===== src/rtl/num_stepper_pkg.sv =====
// num_stepper_pkg
//   Shared definitions for the num_stepper block: number width, the
//   MANUAL/AUTO state encoding and the default timing parameters.
package num_stepper_pkg;

    localparam int NUM_W           = 5;
    localparam int DEF_DB_CYCLES   = 1000000;
    localparam int DEF_AUTO_CYCLES = 50000000;

    typedef enum logic {
        MANUAL = 1'b0,
        AUTO   = 1'b1
    } state_t;

endpackage


===== src/rtl/num_stepper_btn_debounce.sv =====
// btn_debounce
//   Two-flop synchronizer, level debouncer and rising-edge press pulse for
//   one raw mechanical button.
//   Ports:
//     clk    - system clock, rising edge
//     rst_n  - asynchronous active-low reset
//     raw    - raw, bouncy, asynchronous button input
//     press  - one-cycle pulse in the cycle the debounced level goes high
module btn_debounce
    import num_stepper_pkg::*;
#(
    parameter int DB_CYCLES = DEF_DB_CYCLES
) (
    input  logic clk,
    input  logic rst_n,
    input  logic raw,
    output logic press
);

    localparam int            CW       = $clog2(DB_CYCLES + 1);
    localparam logic [CW-1:0] CNT_LAST = CW'(DB_CYCLES - 1);

    logic          sync_0;
    logic          sync_1;
    logic          level;
    logic [CW-1:0] cnt;

    // The level flips only after DB_CYCLES consecutive cycles of
    // disagreement; one agreeing cycle restarts the count. The press pulse
    // is registered together with the level so it lines up with it.
    always_ff @(posedge clk or negedge rst_n) begin
        if (!rst_n) begin
            sync_0 <= 1'b0;
            sync_1 <= 1'b0;
            level  <= 1'b0;
            cnt    <= '0;
            press  <= 1'b0;
        end else begin
            sync_0 <= raw;
            sync_1 <= sync_0;
            press  <= 1'b0;
            if (sync_1 != level) begin
                if (cnt == CNT_LAST) begin
                    level <= sync_1;
                    cnt   <= '0;
                    press <= sync_1;
                end else begin
                    cnt <= cnt + 1'b1;
                end
            end else begin
                cnt <= '0;
            end
        end
    end

endmodule


===== src/rtl/num_stepper.sv =====
// num_stepper
//   5-bit modulo-32 counter driven by up/down/load buttons (MANUAL mode) or
//   by a periodic tick (AUTO mode, selected by the sw_auto switch).
//   Ports:
//     clk       - system clock, rising edge
//     rst_n     - asynchronous active-low reset
//     btn_up    - raw increment button
//     btn_down  - raw decrement button
//     btn_load  - raw load button
//     sw_val    - value loaded on a load press
//     sw_auto   - raw mode switch, 1 = AUTO, 0 = MANUAL
//     num       - registered current number
//     num_chg   - one-cycle pulse when num shows a newly committed value
//     auto_mode - high while the FSM is in AUTO
module num_stepper
    import num_stepper_pkg::*;
#(
    parameter int DB_CYCLES   = DEF_DB_CYCLES,
    parameter int AUTO_CYCLES = DEF_AUTO_CYCLES
) (
    input  logic             clk,
    input  logic             rst_n,
    input  logic             btn_up,
    input  logic             btn_down,
    input  logic             btn_load,
    input  logic [NUM_W-1:0] sw_val,
    input  logic             sw_auto,
    output logic [NUM_W-1:0] num,
    output logic             num_chg,
    output logic             auto_mode
);

    localparam int            TW        = $clog2(AUTO_CYCLES + 1);
    localparam logic [TW-1:0] TICK_LAST = TW'(AUTO_CYCLES - 1);

    logic up_p;
    logic down_p;
    logic load_p;

    btn_debounce #(.DB_CYCLES(DB_CYCLES)) u_db_up (
        .clk(clk), .rst_n(rst_n), .raw(btn_up), .press(up_p)
    );
    btn_debounce #(.DB_CYCLES(DB_CYCLES)) u_db_down (
        .clk(clk), .rst_n(rst_n), .raw(btn_down), .press(down_p)
    );
    btn_debounce #(.DB_CYCLES(DB_CYCLES)) u_db_load (
        .clk(clk), .rst_n(rst_n), .raw(btn_load), .press(load_p)
    );

    // Mode switch is a clean slide switch: synchronize, no debounce.
    logic auto_s0;
    logic auto_s1;

    state_t           state_q;
    state_t           state_d;
    logic [TW-1:0]    tick_q;
    logic [TW-1:0]    tick_d;
    logic [NUM_W-1:0] num_d;
    logic             chg_d;

    always_ff @(posedge clk or negedge rst_n) begin
        if (!rst_n) begin
            auto_s0   <= 1'b0;
            auto_s1   <= 1'b0;
            state_q   <= MANUAL;
            tick_q    <= '0;
            num       <= '0;
            num_chg   <= 1'b0;
            auto_mode <= 1'b0;
        end else begin
            auto_s0   <= sw_auto;
            auto_s1   <= auto_s0;
            state_q   <= state_d;
            tick_q    <= tick_d;
            num       <= num_d;
            num_chg   <= chg_d;
            auto_mode <= (state_d == AUTO);
        end
    end

    always_comb begin
        state_d = state_q;
        case (state_q)
            MANUAL:  if (auto_s1)  state_d = AUTO;
            AUTO:    if (!auto_s1) state_d = MANUAL;
            default: state_d = MANUAL;
        endcase
    end

    // The tick counter is held at zero outside AUTO, so entering AUTO always
    // starts a full period. Load has priority over everything else.
    always_comb begin
        num_d  = num;
        chg_d  = 1'b0;
        tick_d = tick_q;
        if (state_q == MANUAL) begin
            tick_d = '0;
            if (load_p) begin
                num_d = sw_val;
                chg_d = 1'b1;
            end else if (up_p && !down_p) begin
                num_d = num + 1'b1;
                chg_d = 1'b1;
            end else if (down_p && !up_p) begin
                num_d = num - 1'b1;
                chg_d = 1'b1;
            end
        end else begin
            if (load_p) begin
                num_d  = sw_val;
                chg_d  = 1'b1;
                tick_d = '0;
            end else if (tick_q == TICK_LAST) begin
                num_d  = num + 1'b1;
                chg_d  = 1'b1;
                tick_d = '0;
            end else begin
                tick_d = tick_q + 1'b1;
            end
        end
    end

endmodule


===== config.mk =====
export PLATFORM = sky130hd
export DESIGN_NAME = num_stepper
export DESIGN_NICKNAME = d
export VERILOG_FILES = /design/src/rtl/num_stepper_pkg.sv /design/src/rtl/num_stepper_btn_debounce.sv /design/src/rtl/num_stepper.sv
export SDC_FILE = /design/constraint.sdc
export NUM_CORES = 1
export LEC_CHECK = 0
export ABC_CLOCK_PERIOD_IN_PS = 2700
export BUFFER_PORTS_ARGS = -buffer_cell sky130_fd_sc_hd__buf_2
export CORE_MARGIN = 1
export CORE_UTILIZATION = 45
export CTS_BUF_LIST = sky130_fd_sc_hd__clkbuf_4 sky130_fd_sc_hd__clkbuf_8
export DETAILED_ROUTE_END_ITERATION = 16
export HOLD_SLACK_MARGIN = 0.06
export PLACE_DENSITY_LB_ADDON = 0.05
export SLEW_MARGIN = 5
export SYNTH_ARGS = -nofsm -noshare
export SYNTH_HDL_FRONTEND = slang
export SYNTH_SLANG_ARGS = --single-unit

===== constraint.sdc =====
create_clock -name clk -period 2.7 [get_ports clk]
set_input_delay 0.405 -clock clk [delete_from_list [all_inputs] [get_ports clk]]
set_output_delay 0.405 -clock clk [all_outputs]
set_load 0.01 [all_outputs]

# Word-level counts from Yosys, hierarchy flattened
# Cells that the tools add are included.
# Widths: inputs -> output; s select.
# classes
n_reduce_logical	9
n_eq_ne	8
muxes	28
addsub	6
# ops
op	n
$mux 20	6
$mux 26	3
$add 20x1->20 const B	3
$eq 20x20->1 const B	3
$mux 5	6
$add 26x1->26 const B	1
$eq 26x26->1 const B	1
$mux 1	13
$reduce_and 2->1	4
$add 5x1->5 const B	1
$sub 5x1->5 const B	1
$reduce_bool 4->1	1
$ne 1x1->1	3
$ne 3x1->1 const B	1
$logic_and 1x1->1	2
$logic_not 1->1	2
# word_totals
wordCells	72
out_inout_bits	7
in_bits	11
regBits	107

# Logic depth before layout (Yosys ltp)
# depth
word_depth	6
ltp_mapped	8
mapped_depth_nobuf	7

# Modules after synthesis
# Synthesis repeated with hierarchy kept, for this count alone.
# hier_totals
hier_cells	520
area_unflattened_um2	5517.8
# by_module_without_submodules
mod	cells_each	area_per_inst_um2	instances
btn_debounce	107	1184.9	3
num_stepper	199	1963.1	1

# Least setup slack after synthesis
# Ideal clock, no wire load.
# synth_path
path_kind	reg2reg
from	register tick_q[0]
to	register num[3]
path_slack_ps	745
path_stages_with_launch	7
synth_period_minus_slack_ps	1955
n_path_buf	0
arrival_time_ps	1874
required_ps	2618
path_cell_list	dfrtp_1 ha_1 nand3_2 or2_4 o41a_1 or3_1 a31oi_1
# synth_via
elab_chain_len	3
# synth_lines
element	line	rtl
from (decl)	num_stepper.sv:56	logic [TW-1:0] tick_q;
from (signal assigned)	num_stepper.sv:74	tick_q <= tick_d;
$eq 26x26->1	num_stepper.sv:113	end else if (tick_q == TICK_LAST) begin
$ne 3x1->1 (no source line)	--	
$reduce_and 2->1 (no source line)	--	
to (signal assigned)	num_stepper.sv:75	num <= num_d;
to (decl)	num_stepper.sv:28	output logic [NUM_W-1:0] num,
# No other way between the ends.
# A chain may end at the register's enable or synchronous reset.

# Worst setup path in the final report
# layout_path
from	register tick_q[0]
to	register tick_q[9]
# layout_via
elab_chain_len	4
word_cells_on_any_way	5
# layout_lines
element	line	rtl
$add 26x1->26 or $eq 26x26->1 (tied branches)	num_stepper.sv:118, num_stepper.sv:113	
$mux 26 (*)	num_stepper.sv:113	
$mux 26 (*)	num_stepper.sv:109	if (load_p) begin
$mux 26 (*)	num_stepper.sv:96	if (state_q == MANUAL) begin
via tick_d[9]	num_stepper.sv:57	logic [TW-1:0] tick_d;
# Mark *: on every way through the listed nets, which the timed path passes. The rest lies on a longest branch.

==> impl_metrics.csv <==
group,metric,value,unit
status,outcome,"complete, no violations",
hold_path,worstHoldStart,"sw_auto",
finish,finalNonFillerCells,673,
hold_path,hp-class,"in2reg",
route,vias,3537,
die,rows,38,
synth,syn_inst,503,
grt,grt_pass1_wl,16500,microns
finish,antenna_cells,0,
die,io_pins,18,
finish,multiInputGateArea,2300,sq um
clock_tree,cts_buffer_depth,2,
finish,nets,547,
synth,synthDistinctLibCells,47,
finish,drive_above_1_share,9.19,%
worst_setup_path,critPathLaunchType,"flip-flop",
clock_tree,post_cts_buffers,0,
placement,numPortBuffers,17,
clock_tree,cts_root_buf,"clkbuf_8",
sta,finalSetupViolCount,0,
pwr,power.total,2.88,mW
clock_tree,h-tree-depth,3,
pwr,p_leak,2.42,nW
synth,synth_seq_cells,107,
route,drt-total-wl,9550,microns
grt,antenna_found_initial,0,
sta,holdWs,0.119,ns
sta,finClkSkew,0.0109,ns
synth,synth_edf_count,0,
sta,slew_viol_final,0,
clock_tree,clkSinkCount,107,
worst_setup_path,arrival,2.51,ns
synth,syn_nets,522,
pwr,p_per_area,520,nW/um^2
die,die-area,11700,sq um
placement,placed_area,5350,sq um
worst_setup_path,worstPathRequired,2.96,ns
synth,synth_area_per_cell,10.1,sq um
finish,fin_area,5540,sq um
die,die_h,108,microns
route,routedWlPerCell,14.2,microns
sta,max_slew_margin,44.8,%
clock_tree,path_clk_slew,0.10,ns
placement,gp_congestion,0.774,
worst_setup_path,critPathLaunch,"tick_q[0]",
worst_setup_path,r2r_start,"tick_q[0]",
synth,ys_seq_area_share,52.9,%
die,core_area,10900,sq um
placement,placed_cells,656,
die,die_w,108,microns
sta,fmax,445,MHz
synth,ys_warn_count,0,
grt,overflow,0,
sta,tns,0,ns
finish,fillCellCount,995,
route,drc,0,
worst_setup_path,critPathMaxFanout,23,
worst_setup_path,criticalPathCategory,"reg2reg",
clock_tree,insertion_delay,0.38,ns
grt,grt_max_degree,84,
pwr,ir_worst_vdd,0.000317,V
grt,grt.total_usage,18.3,%
synth,syn-cell-area,5070,sq um
sta,rsz0062_at_grt,"false",
sta,fin_crit_sh,83.2,%
grt,grt_pass1_vias,3437,
clock_tree,tritoncts,"built",
route,drtAntennaViolNets,0,
die,start_util,46.5,%
route,drtPass1Iterations,4,
placement,hpwl,6420,microns
worst_setup_path,r2r_slack,0.45,ns
synth,synthFlopType,"dfrtp_1",
finish,seqCellArea,2680,sq um
worst_setup_path,cp-end-kind,"flip-flop",
synth,async_flop_share,100,%
route,routed_via_density,5.26,
sta,worst_pin_slew,0.817,ns
run,cap_violations,0,
sta,fin_crit,2.25,ns
clock_tree,cts_buffers,9,
sta,finalHoldViolCount,0,
finish,areaGrowthSynthToFinish,9.43,%
route,drt_iter0_drc,140,
[cells by family (layout without fill, tap and decap cells)]
family	count (synthesis)	in the layout	synth area share, %
AND/OR/NAND/NOR	259	259	25.5
flip-flops	107	107	52.9
multiplexers	4	4	0.864
AO/OA/AOI/OAI	21	21	3.01
adder cells (fa/ha/maj)	8	8	1.98
XOR/XNOR	81	81	14.0
buffers and inverters	23	53	1.83
[layout make-up]
type / count / share of cell area (%)
sequential: 107 / 48.3
multi-input combinational: 373 / 41.5
clock inverter: 4 / 0.632
clock buffer: 12 / 2.75
tap: 140 / 3.16
inverter: 14 / 0.948
timing repair buffer: 23 / 2.66
[layout by cell type (no fill, tap or decap), types with 4 or more instances in the layout]
cell	synthesis	final
dfrtp_1	107	107
nor2_1	100	100
xor2_1	49	49
nand3_1	40	40
xnor2_1	32	32
nand2_1	29	29
nand4_1	20	20
and3_1	17	17
buf_2	5	16
inv_1	14	14
nor3_1	10	10
nor4_1	10	10
clkbuf_8	0	10
ha_1	8	8
and4_1	6	6
buf_4	0	5
nor4b_1	4	4
o21ai_0	4	4
[synth_stat cells (2+ instances only)]
cell	number	area, sq um
buf_2	5	25.0
and4_1	6	52.6
nand2_1	29	109
a31oi_1	3	18.8
inv_1	14	52.6
nor3_1	10	50.1
clkbuf_1	3	11.3
nor2_1	100	375
nand3b_1	2	15.0
or3_1	3	18.8
o41ai_1	2	17.5
xor2_1	49	429
nor4b_1	4	35.0
ha_1	8	100
and2_1	3	18.8
nand4b_1	2	17.5
and3_1	17	106
nand4_1	20	125
nor3b_1	2	15.0
dfrtp_1	107	2680
mux2_2	3	33.8
xnor2_1	32	280
o21ai_0	4	20.0
a21oi_1	2	10.0
nor2b_1	3	18.8
nand3_1	40	200
nor4_1	10	62.6
[worst paths after layout]
check | endpoint | cells after the start
min in group asynchronous | num[3] | 2
min | auto_s0 | 1
max | tick_q[9] | 6
max reg2reg | tick_q[9] | 6
min reg2reg | state_q | 0
max in group asynchronous | u_db_up.cnt[17] | 3
[report_power, final]
part	internal (mW)	total, mW	switching (mW)
Combinational	0.102	0.243	0.141
Clock	0.390	0.935	0.545
Sequential	1.65	1.71	0.0565
Total	2.14	2.88	0.742
[per-stage QoR]
| step | utilization, % | setup slack [ns] |
|---|---|---|
| global placement | 49.1 | 0.526 |
| floorplan | - | 0.745 |
| detailed placement | 49.1 | 0.423 |
| finish | 50.9 | 0.453 |
| global route | 50.9 | 0.241 |
| CTS | 50.9 | 0.409 |
[metal layers]
metal / routed length [microns] / vias to the layer above / global-route usage [%]
li1: - / 1772 / -
met2: 4390 / 37 / 28.3
met3: 278 / 8 / 4.88
met5: 0 / - / 0
met4: 102 / 0 / 5.87
met1: 4780 / 1720 / 24.9
[timing repair]
action                    in CTS  in global routing
hold endpoints to repair      24                  0
resized for setup              0                  0
hold buffers                   1                  0
[worst max-delay path: stages, from the launching register on]
cell     delay (ns)
dfrtp_1        0.40
ha_1           0.21
nand3_2        0.15
or2_4          0.31
o41ai_2        0.60
buf_4          0.38
nor2_1         0.08
[sequential cells by signal (all words and copies together) (netlist names), 5 cells and up]
register	count
num	5
u_db_load.cnt	20
u_db_up.cnt	20
u_db_down.cnt	20
tick_q	26
Note: power is estimated with default switching activity, not from simulation.
